**config.mk**
```make
export PLATFORM = sky130hd
export DESIGN_NAME = knn_train_loader
export DESIGN_NICKNAME = d
export VERILOG_FILES = /design/src/rtl/knn_train_loader.sv
export SDC_FILE = /design/constraint.sdc
export NUM_CORES = 1
export LEC_CHECK = 0
export BUFFER_PORTS_ARGS = -buffer_cell sky130_fd_sc_hd__buf_4
export CAP_MARGIN = 20
export CORE_AREA = 2 2 261 263
export DETAILED_ROUTE_END_ITERATION = 8
export DIE_AREA = 0 0 263 265
export HOLD_SLACK_MARGIN = 0.08
export PLACE_DENSITY = 0.68
export SYNTH_ARGS = -nofsm -noshare
export SYNTH_HDL_FRONTEND = slang
export SYNTH_SLANG_ARGS = --single-unit
```
**constraint.sdc**
```tcl
create_clock -name clk_i -period 2.5 [get_ports clk_i]
set_input_delay 0.5 -clock clk_i [delete_from_list [all_inputs] [get_ports clk_i]]
set_output_delay 0.5 -clock clk_i [all_outputs]
set_load 0.03 [all_outputs]
```
**src/rtl/knn_train_loader.sv**
```systemverilog
// Training-table loader and query sequencer in front of the k-NN classifier.
// Optional macro KNN_LOADER_REPLACE_EN: oldest-entry replacement while the table is full.
module knn_train_loader #(
    parameter int NPoints    = 17,
    parameter int Classes    = 2,
    parameter int KnnLatency = 3,
    localparam int CW = (Classes > 2) ? $clog2(Classes) : 1,
    localparam int NW = $clog2(NPoints + 1),
    localparam int PW = (NPoints > 1) ? $clog2(NPoints) : 1
) (
    input  logic                          clk_i,
    input  logic                          rstn_i,
    input  logic                          clear_i,
    input  logic                          load_valid_i,
    input  logic [31:0]                   load_point_i,
    input  logic [CW-1:0]                 load_class_i,
    output logic                          load_ready_o,
    input  logic                          query_valid_i,
    input  logic [31:0]                   query_point_i,
    output logic                          query_ready_o,
    output logic [NPoints-1:0][31:0]      points_o,
    output logic [NPoints-1:0][CW-1:0]    classes_o,
    output logic [31:0]                   din_o,
    input  logic [CW-1:0]                 result_i,
    output logic [CW-1:0]                 result_o,
    output logic                          result_valid_o,
    output logic [NW-1:0]                 count_o,
    output logic                          full_o
);

    typedef enum logic [1:0] {
        S_FILL = 2'd0,
        S_IDLE = 2'd1,
        S_BUSY = 2'd2
    } state_t;

    localparam logic [NW-1:0] LP_FULL      = NW'(NPoints);
    localparam logic [NW-1:0] LP_FILL_LAST = NW'(NPoints - 1);
    localparam logic [PW-1:0] LP_PTR_LAST  = PW'(NPoints - 1);
    localparam logic [3:0]    LP_LAT       = 4'(KnnLatency);

    state_t                     r_state;
    state_t                     w_state_nxt;
    logic [NPoints-1:0][31:0]   r_points;
    logic [NPoints-1:0][CW-1:0] r_classes;
    logic [PW-1:0]              r_wr_ptr;
    logic [NW-1:0]              r_count;
    logic [3:0]                 r_lat;
    logic [31:0]                r_din;
    logic [CW-1:0]              r_result;
    logic                       r_result_valid;
    logic                       w_load_fire;
    logic                       w_query_fire;
    logic                       w_lat_done;

    assign w_load_fire  = load_valid_i && load_ready_o;
    assign w_query_fire = query_valid_i && query_ready_o;
    assign w_lat_done   = (r_state == S_BUSY) && (r_lat == 4'd1);

    // State register.
    always_ff @(posedge clk_i or negedge rstn_i) begin
        if (!rstn_i) begin
            r_state <= S_FILL;
        end else begin
            r_state <= w_state_nxt;
        end
    end

    // Next-state decode; clear overrides everything.
    always_comb begin
        w_state_nxt = r_state;
        if (clear_i) begin
            w_state_nxt = S_FILL;
        end else begin
            case (r_state)
                S_FILL: begin
                    if (w_load_fire && (r_count == LP_FILL_LAST)) begin
                        w_state_nxt = S_IDLE;
                    end else begin
                        w_state_nxt = S_FILL;
                    end
                end
                S_IDLE: begin
                    if (w_query_fire) begin
                        w_state_nxt = S_BUSY;
                    end else begin
                        w_state_nxt = S_IDLE;
                    end
                end
                S_BUSY: begin
                    if (w_lat_done) begin
                        w_state_nxt = S_IDLE;
                    end else begin
                        w_state_nxt = S_BUSY;
                    end
                end
                default: w_state_nxt = S_FILL;
            endcase
        end
    end

    // Ready outputs depend only on state and clear, never on a valid.
    always_comb begin
        load_ready_o  = 1'b0;
        query_ready_o = 1'b0;
        if (clear_i) begin
            load_ready_o  = 1'b0;
            query_ready_o = 1'b0;
        end else begin
            case (r_state)
                S_FILL: load_ready_o = 1'b1;
                S_IDLE: begin
                    query_ready_o = 1'b1;
`ifdef KNN_LOADER_REPLACE_EN
                    load_ready_o  = 1'b1;
`else
                    load_ready_o  = 1'b0;
`endif
                end
                S_BUSY:  load_ready_o = 1'b0;
                default: load_ready_o = 1'b0;
            endcase
        end
    end

    // Table storage; contents survive clear and are simply re-counted.
    always_ff @(posedge clk_i or negedge rstn_i) begin
        if (!rstn_i) begin
            r_points  <= '0;
            r_classes <= '0;
        end else if (w_load_fire) begin
            r_points[r_wr_ptr]  <= load_point_i;
            r_classes[r_wr_ptr] <= load_class_i;
        end else begin
            r_points  <= r_points;
            r_classes <= r_classes;
        end
    end

    // Write pointer wraps after the last slot; count saturates at full.
    always_ff @(posedge clk_i or negedge rstn_i) begin
        if (!rstn_i) begin
            r_wr_ptr <= '0;
            r_count  <= '0;
        end else if (clear_i) begin
            r_wr_ptr <= '0;
            r_count  <= '0;
        end else if (w_load_fire) begin
            r_wr_ptr <= (r_wr_ptr == LP_PTR_LAST) ? '0 : r_wr_ptr + PW'(1);
            r_count  <= (r_count == LP_FULL) ? r_count : r_count + NW'(1);
        end else begin
            r_wr_ptr <= r_wr_ptr;
            r_count  <= r_count;
        end
    end

    // Query launch, latency countdown and result capture; clear aborts silently.
    always_ff @(posedge clk_i or negedge rstn_i) begin
        if (!rstn_i) begin
            r_din          <= '0;
            r_lat          <= 4'd0;
            r_result       <= '0;
            r_result_valid <= 1'b0;
        end else if (clear_i) begin
            r_lat          <= 4'd0;
            r_result_valid <= 1'b0;
        end else if (w_query_fire) begin
            r_din          <= query_point_i;
            r_lat          <= LP_LAT;
            r_result_valid <= 1'b0;
        end else if (w_lat_done) begin
            r_lat          <= 4'd0;
            r_result       <= result_i;
            r_result_valid <= 1'b1;
        end else if (r_state == S_BUSY) begin
            r_lat          <= r_lat - 4'd1;
            r_result_valid <= 1'b0;
        end else begin
            r_result_valid <= 1'b0;
        end
    end

    assign points_o       = r_points;
    assign classes_o      = r_classes;
    assign din_o          = r_din;
    assign result_o       = r_result;
    assign result_valid_o = r_result_valid;
    assign count_o        = r_count;
    assign full_o         = (r_count == LP_FULL);

endmodule
```
Word level (Yosys, flattened, before mapping)
Index checks and enable logic that the tools add are counted.
Operators by class
  shifts and indexed selects: 0
  multiply operators: 0
  equal/unequal tests: 7
  bitwise gates (word level): 2
  $add $sub $neg: 3
  reductions and logical operators: 11
  muxes and demuxes: 28
  div/mod/pow operators: 0
  order comparisons: 2
Operator list (number)
  bitwise mux 544 bit: 1
  demux 32 bit (select 5 bit): 1
  two-way mux 32 bit: 1
  two-way mux 5 bit: 6
  bitwise mux 17 bit: 1
  two-way mux 4 bit: 4
  == test 5 bit, second input constant: 3
  adder 5 x 1 -> 5 bit, second input constant: 2
  two-way mux 1 bit: 9
  less-than comparator 5 x 6 -> 1 bit, second input constant: 1
  two-way mux 2 bit: 3
  one-hot mux 2 bit (3 select lines): 1
  demux 1 bit (select 5 bit): 1
  greater-or-equal comparator 5 x 1 -> 1 bit, second input constant: 1
  logical AND 1 bit: 5
  == test 4 x 1 -> 1 bit, second input constant: 1
  AND reduction 2 bit: 2
  nonzero test 4 bit: 1
  subtractor 4 x 1 -> 4 bit, second input constant: 1
  AND reduction 3 bit: 1
  == test 2 x 1 -> 1 bit, second input constant: 1
  == test 2 bit, second input constant: 1
  zero test 2 bit: 1
  inequality test 2 bit, second input constant: 1
  2 further kinds: 3
Storage, ports and cells
  memories: 0
  input port bits: 71
  latch bits: 0
  output and inout port bits: 603
  word-level logic and storage cells: 94
  ROM bits: 0
  bits in registers: 611
  RAM bits: 0

Logic depth before layout (Yosys ltp)
Gate-level depths: netlist (run 1).
  depth in word-level cells: 8
  gate-level depth with buffers: 7
  mapped depth without buffers: 5

Worst setup path after synthesis (run 1)
Ideal clock, no wire load.
  kind: reg-to-reg
  start point: reg r_count[1], in the netlist count_o[1]
  end point: reg r_count[2], in the netlist count_o[2]
  library setup time: 0.120 ns
  required time: 2.380 ns
  arrival time: 2.342 ns
  period minus slack after synthesis: 2.463 ns
  path buffers: 0
  slack: 0.037 ns
  cell stages (with the launch flop): 6
  cells stage by stage: dfrtp_1 > inv_1 > ha_1 > nor4bb_1 > nor4b_1 > a31o_2
On the way
  elaborated cells between the ends (all ways): 7
  those cells by class: add/sub (1); eq/ne (2); mux (3); reduce/logical (1)
RTL lines
  start, declared: RTL line 47  | logic [NW-1:0] r_count;
  start signal, assigned: RTL line 150  | r_count <= (r_count == LP_FULL) ? r_count : r_count + NW'(1);
  start signal, assigned: RTL line 153  | r_count <= r_count;
  == test 5 bit
  named net full_o: RTL line 28  | output logic full_o
  inequality test 2 bit (no line)
  AND reduction 2 bit (no line)
The timed path passes the listed nets, and every way through them passes these cells. The select of a mux whose other input is x is not followed.
A chain may end at the register's enable or synchronous reset.

Worst setup path after layout (run 1)
  start point: reg r_count[1], in the netlist count_o[1]
  end point: out full_o
On the way
  longest elaborated chain between the ends: 1
Ends and longest elaborated chain
  == test 5 bit: RTL line 189  | assign full_o = (r_count == LP_FULL);
  end, declared: RTL line 28
No other way between the ends.

==> results.ini, run 1 <==
[worst_setup_path]
crit_arrival_ns = 1.82
crit_buf_inv = 2
criticalPathCategory = flop to output pin
required_ns = 2.00
crit_path_end_kind = output pin
startpoint_type = flop
critPathSlowestCell = dfrtp_1
cp_cell_sequence = inv_1, ha_1, nor4bb_2, buf_4
cp_max_fo = 4
critPathTopFamily = flip-flops
slowest_delay_ns = 0.42

[timing]
hold_viol_final = 0
rsz0062_at_grt = false
final_max_slew_viol_count = 0
setup_viol = 0
max_slew_margin = 0.575
post-route-min-period_ns = 2.32
fin_ws_ns = 0.183
setup_tns_ns = 0
fin_skew_ns = 0.0270
finalCritPeriodShare = 0.927
fmax_mhz = 432
tightest_slew_ns = 0.637

[clocking]
clkSinkCount = 611
clk_pin_slew_ns = 0.06
cts-buffers-inserted = 68
htreeDepth = 3
insertion_delay_ns = 0.59
cts-root-buf = clkbuf_16
clockBufferDepth = 3
cts_tree = done

[drt]
first_pass_iters = 5
vias = 15100
dr_wl_met2_um = 37500
routed_wl_um = 75700
wl_per_cell_um = 24.9
top_layer_used = met4
drt-met1-wl_um = 30400
antenna_left = 0
drc = 0
via_per_inst = 4.97
met3_length_um = 5140
drtIter0Drc = 729

[synth]
synth_top_family_by_area = multiplexers
synth-seq-cells = 611
synthXorXnorAreaFrac = 0.000356
async_reset_ff_frac = 1.00
syn_area_per_cell_um2 = 17.4
synth_commonest_cells = dfrtp_1 (611), mux2_2 (302), mux2_4 (270)
ys.flop_type = dfrtp_1
synthMuxAreaShare = 0.315
ys_seq_area_frac = 0.622
synth_compound_area_frac = 0.00550
synth_edf_count = 0
synth_cells = 1411
ys_types = 44
yosysMostFrequentCell = dfrtp_1
synthTopCellsByArea = dfrtp_1 (62%), mux2_4 (16%), mux2_2 (14%)
yosys.area.top_type_share = 0.622
synth_simple_gate_area_frac = 0.0240
synthAdderAreaFrac = 0.00458
yosysWarnings = 0
syn_area_um2 = 24600
synth_top_cell_by_area = dfrtp_1
syn-num-nets = 1491

[floorplan]
start_util = 0.368
fp.dieW_um = 263
pin_count = 674
core_um2 = 66800
die_h_um = 265
num_rows = 95
die_area_um2 = 69700

[final_layout]
drive_gt1_frac = 0.665
design_area_um2 = 33000
syn2layout_area_growth_pct = 34.3
fin_util = 0.494
fin_nets = 2199

[flow_run]
drv_cap = 0

[hold_path]
min_path_type = input pin to flop

[power]
power_density_nw_per_um2 = 786
peakVddDrop_mv = 0.639
leakagePower_nw = 18.0

[global_route]
grt_max_degree = 85
grt_usage = 0.213
overflow = 0
antenna_found_initial = 1
grt_pass1_wl_um = 111000
first_global_vias = 16300

[place]
place_area_um2 = 30800
gp_congestion = 0.808
place_ws_ns = 0.351
numPortBuffers = 673
hpwl_um = 52700

[run_status]
status = complete, no violations

## area by class of cell
type                    count  area, um^2
flip-flops and latches    611       15300
clock inverters            24         226
fillers                  5665       33800
clock buffers              97        1980
multi-input cells         692        8620
repair buffers            737        5770
inverters                   9        33.8
well taps                 873        1090
diodes                      2        5.00
## metrics by stage
stage / instances / power [mW] / hold WS, ns
5_1_grt: 3043 / 26.9 / 0.109
4_1_cts: 3043 / 26.3 / 0.0915
2_1_floorplan: 1411 / 13.9 / 0.204
3_5_place_dp: 2921 / 16.3 / 0.483
3_3_place_gp: 2921 / 16.2 / 0.477
6_report: 3045 / 25.9 / 0.144
## where the power goes
group | leakage [nW] | switching, mW | internal (mW) | total (mW)
Combinational | 8.60 | 3.02 | 1.85 | 4.87
Clock | 1.09 | 4.08 | 5.77 | 9.85
Sequential | 8.30 | 0.493 | 10.7 | 11.2
Total | 18.0 | 7.59 | 18.4 | 25.9
## flip-flops by register name, summed over array words and instances, names as in the netlist
signal,flops
count_o,5
points_o,544
result_o,1
result_valid_o,1
classes_o,17
din_o,32
r_wr_ptr,5
r_state,2
r_lat,4
## worst reg2reg max path, stage by stage, from the launching register on
cell     delay [ns]
dfrtp_1        0.49
nor4b_4        0.35
buf_12         0.27
nand3_4        0.26
buf_12         0.25
mux2_4         0.38
## repair_timing
action	CTS	global route
hold buffers	1	0
setup buffers	0	0
resized for setup	0	1
endpoints found under the setup margin	0	1
hold endpoints to repair	37	0
## metal layers
metal | up-vias | GRT usage
met1 | 8000 | 0.263
met5 | - | 0
met2 | 573 | 0.358
met4 | 0 | 0.0837
li1 | 6409 | -
met3 | 144 | 0.0558
## final timing paths
check                      cells after the start             to  slack [ns]           from
min in group asynchronous                      2   points_o[95]        0.48         rstn_i
min reg2reg                                    1  points_o[162]        0.49  points_o[162]
max                                            4         full_o        0.18     count_o[1]
max in group asynchronous                      3  points_o[368]        1.14         rstn_i
max reg2reg                                    5  points_o[284]        0.38     r_state[0]
min                                            2       r_lat[2]        0.14  query_valid_i
## layout by cell type, fill, tap and decap left out, types with 3 or more instances in the layout
master / instances
nor2b_1: 4
buf_4: 717
mux2_4: 270
dfrtp_1: 611
ha_1: 9
a21oi_1: 5
buf_12: 18
inv_1: 9
nor2_1: 10
clkbuf_16: 69
clkinv_2: 13
mux2_1: 26
nand3_4: 14
clkbuf_8: 15
clkinvlp_4: 3
nand2_1: 4
mux2_2: 302
clkbuf_1: 13
o21ai_0: 5
nand4_1: 4
nand3_1: 3
inv_6: 3
## cell families after synthesis
kind of cell,after synthesis
AND/OR/NAND/NOR,64
AO/OA/AOI/OAI,20
multiplexers,598
XOR/XNOR,1
flip-flops,611
buffers and inverters,108
adder cells (fa/ha/maj),9
Note: power is estimated with default switching activity, not from simulation.
==> inputs of run 2 (changes only) <==
--- a/config.mk
+++ b/config.mk
@@ -5,7 +5,7 @@
 export SDC_FILE = /design/constraint.sdc
 export NUM_CORES = 1
 export LEC_CHECK = 0
-export BUFFER_PORTS_ARGS = -buffer_cell sky130_fd_sc_hd__buf_4
+export BUFFER_PORTS_ARGS = -buffer_cell sky130_fd_sc_hd__buf_2
 export CAP_MARGIN = 20
 export CORE_AREA = 2 2 261 263
 export DETAILED_ROUTE_END_ITERATION = 8
==> results.ini, run 2 (synthesized netlist as in run 1, its figures left out) <==
[clocking]
clk_pin_slew_ns = 0.06  ; about the same
cts-root-buf = clkbuf_16
clockBufferDepth = 3  ; unchanged
clkSinkCount = 611  ; unchanged
cts_tree = done
insertion_delay_ns = 0.61  ; +0.02 ns
htreeDepth = 3  ; unchanged
postCtsSetupBuffers = 0  ; unchanged
cts_resized = 0  ; unchanged
cts-buffers-inserted = 67  ; -1.5%
ctsHoldBuffers = 1  ; unchanged

[worst_setup_path]
crit_arrival_ns = 1.84  ; +0.02 ns
slowest_delay_ns = 0.41  ; about the same
r2r_setup_slack_ns = 0.30  ; -0.08 ns
crit_path_end_kind = output pin
cp_max_fo = 4  ; unchanged
timing.rr.end = points_o[529]
critPathSlowestCell = dfrtp_1
startpoint_type = flop
crit_buf_inv = 2  ; unchanged
critPathTopFamily = flip-flops
required_ns = 2.00  ; about the same
criticalPathCategory = flop to output pin
cp_cell_sequence = inv_1, ha_1, nor4bb_1, buf_2
rr_startpoint = r_wr_ptr[0]
reg2reg_depth = 6  ; +1

[place]
numPortBuffers = 673  ; unchanged
dp.cells = 2915  ; -0.21%
place_ws_ns = 0.349  ; -0.00230 ns
hpwl_um = 50200  ; -4.8%
place_area_um2 = 29000  ; -5.8%
gp_congestion = 0.820  ; +1.5%

[drt]
vias = 15000  ; -0.69%
wl_per_cell_um = 24.0  ; -3.5%
first_pass_iters = 5  ; unchanged
drc = 0  ; unchanged
via_per_inst = 4.95  ; -0.36%
antenna_left = 0  ; unchanged
routed_wl_um = 72800  ; -3.8%
drtIter0Drc = 759  ; +4.1%

[final_layout]
final_common_cell = buf_2
largest_reg_flops = 544  ; unchanged
layout_common_cells = buf_2 (672), dfrtp_1 (611), mux2_2 (302)
design_area_um2 = 31300  ; -5.3%
drive_gt1_frac = 0.665  ; about the same
fin_nets = 2192  ; -0.32%
layoutNonFillerInstCount = 3035  ; -0.33%
syn2layout_area_growth_pct = 27.2
fin_util = 0.468  ; -0.0263

[hold_path]
min_path_type = input pin to flop
whs_endpoint = din_o[29]
hold_path_startpoint = query_point_i[29]
min_path_cells = 2  ; unchanged

[power]
power.internal_mw = 17.9  ; -2.6%
p_seq_frac = 0.440  ; +0.007
p_sw_frac = 0.297  ; +0.00444
clkPwrFrac = 0.391  ; +0.011
p_switching_mw = 7.56  ; -0.45%
peakVddDrop_mv = 0.537  ; -16%
power_density_nw_per_um2 = 814  ; +3.6%
leakagePower_nw = 17.9  ; -0.67%
comb_power_share = 0.169  ; -0.019
p_total_mw = 25.4  ; -1.9%

[timing]
post-route-min-period_ns = 2.34  ; +0.0247 ns
hold_viol_final = 0  ; unchanged
tightest_slew_ns = 0.657  ; +0.0205 ns
final_max_slew_viol_count = 0  ; unchanged
fin_skew_ns = 0.0231  ; -0.00393 ns
finalCritPeriodShare = 0.937  ; +0.00987
rsz0062_at_grt = false
fin_ws_ns = 0.159  ; -0.0247 ns
setup_tns_ns = 0  ; unchanged
fmax_mhz = 427  ; -1.1%
max_slew_margin = 0.560  ; -0.0156
setup_viol = 0  ; unchanged
whs_ns = 0.137  ; -0.00725 ns

[global_route]
overflow = 0  ; unchanged
first_global_vias = 16200  ; -0.068%
grt_pass1_wl_um = 109000  ; -2.1%
grt_usage = 0.207  ; -0.00597
grt_max_degree = 95  ; +12%
antenna_found_initial = 0  ; -1

[floorplan]
start_util = 0.368  ; unchanged
core_um2 = 66800  ; unchanged
die_h_um = 265  ; unchanged
pin_count = 674  ; unchanged
die_area_um2 = 69700  ; unchanged
num_rows = 95  ; unchanged
fp.dieW_um = 263  ; unchanged

[run_status]
status = complete, no violations

[flow_run]
drv_cap = 0  ; unchanged

==> run 2: cell count changes in the layout (fill, tap and decap cells not counted), moves of 2 or more <==
cell,before,now
buf_12,18,13
clkbuf_16,69,67
buf_2,0,672
buf_4,717,44
clkbuf_1,13,9
clkinv_16,0,2
bufinv_16,2,4
==> run 2: power by group through the flow <==
stage               combinational [mW]  sequential, mW  clock (mW)
floorplan                        0.921            13.0           0
global placement                  4.25            11.3           0
detailed placement                4.33            11.4           0
CTS                               4.34            11.2        10.2
global route                      4.49            11.3        10.6
finish                            4.29            11.2        9.95
==> run 2: cell type report <==
type	count	area [um^2]
Inverter	9	33.8
Multi-Input combinational cell	692	8610
Antenna cell	2	5.00
Timing Repair Buffer	731	3980
Sequential cell	611	15300
Clock inverter	27	342
Clock buffer	90	1900
Fill cell	5822	35500
Tap cell	873	1090
==> run 2: metal layers <==
| metal | share of wire | track usage |
|---|---|---|
| met5 | 0 | 0 |
| met1 | 0.41 | 0.258 |
| met3 | 0.060 | 0.0467 |
| met4 | 0.030 | 0.0771 |
| met2 | 0.50 | 0.354 |
==> run 2: how the worst max path moves through the flow <==
stage                     cells after the start   startpoint            end  slack (ns)
after detailed placement                      6  r_wr_ptr[0]  points_o[525]        0.35
after floorplan                               3   count_o[1]         full_o        0.04
final                                         4   count_o[1]         full_o        0.16
after CTS                                     4   count_o[1]         full_o        0.09
after global routing                          4   count_o[1]         full_o       0.006
after global placement                        6      clear_i  points_o[432]        0.40
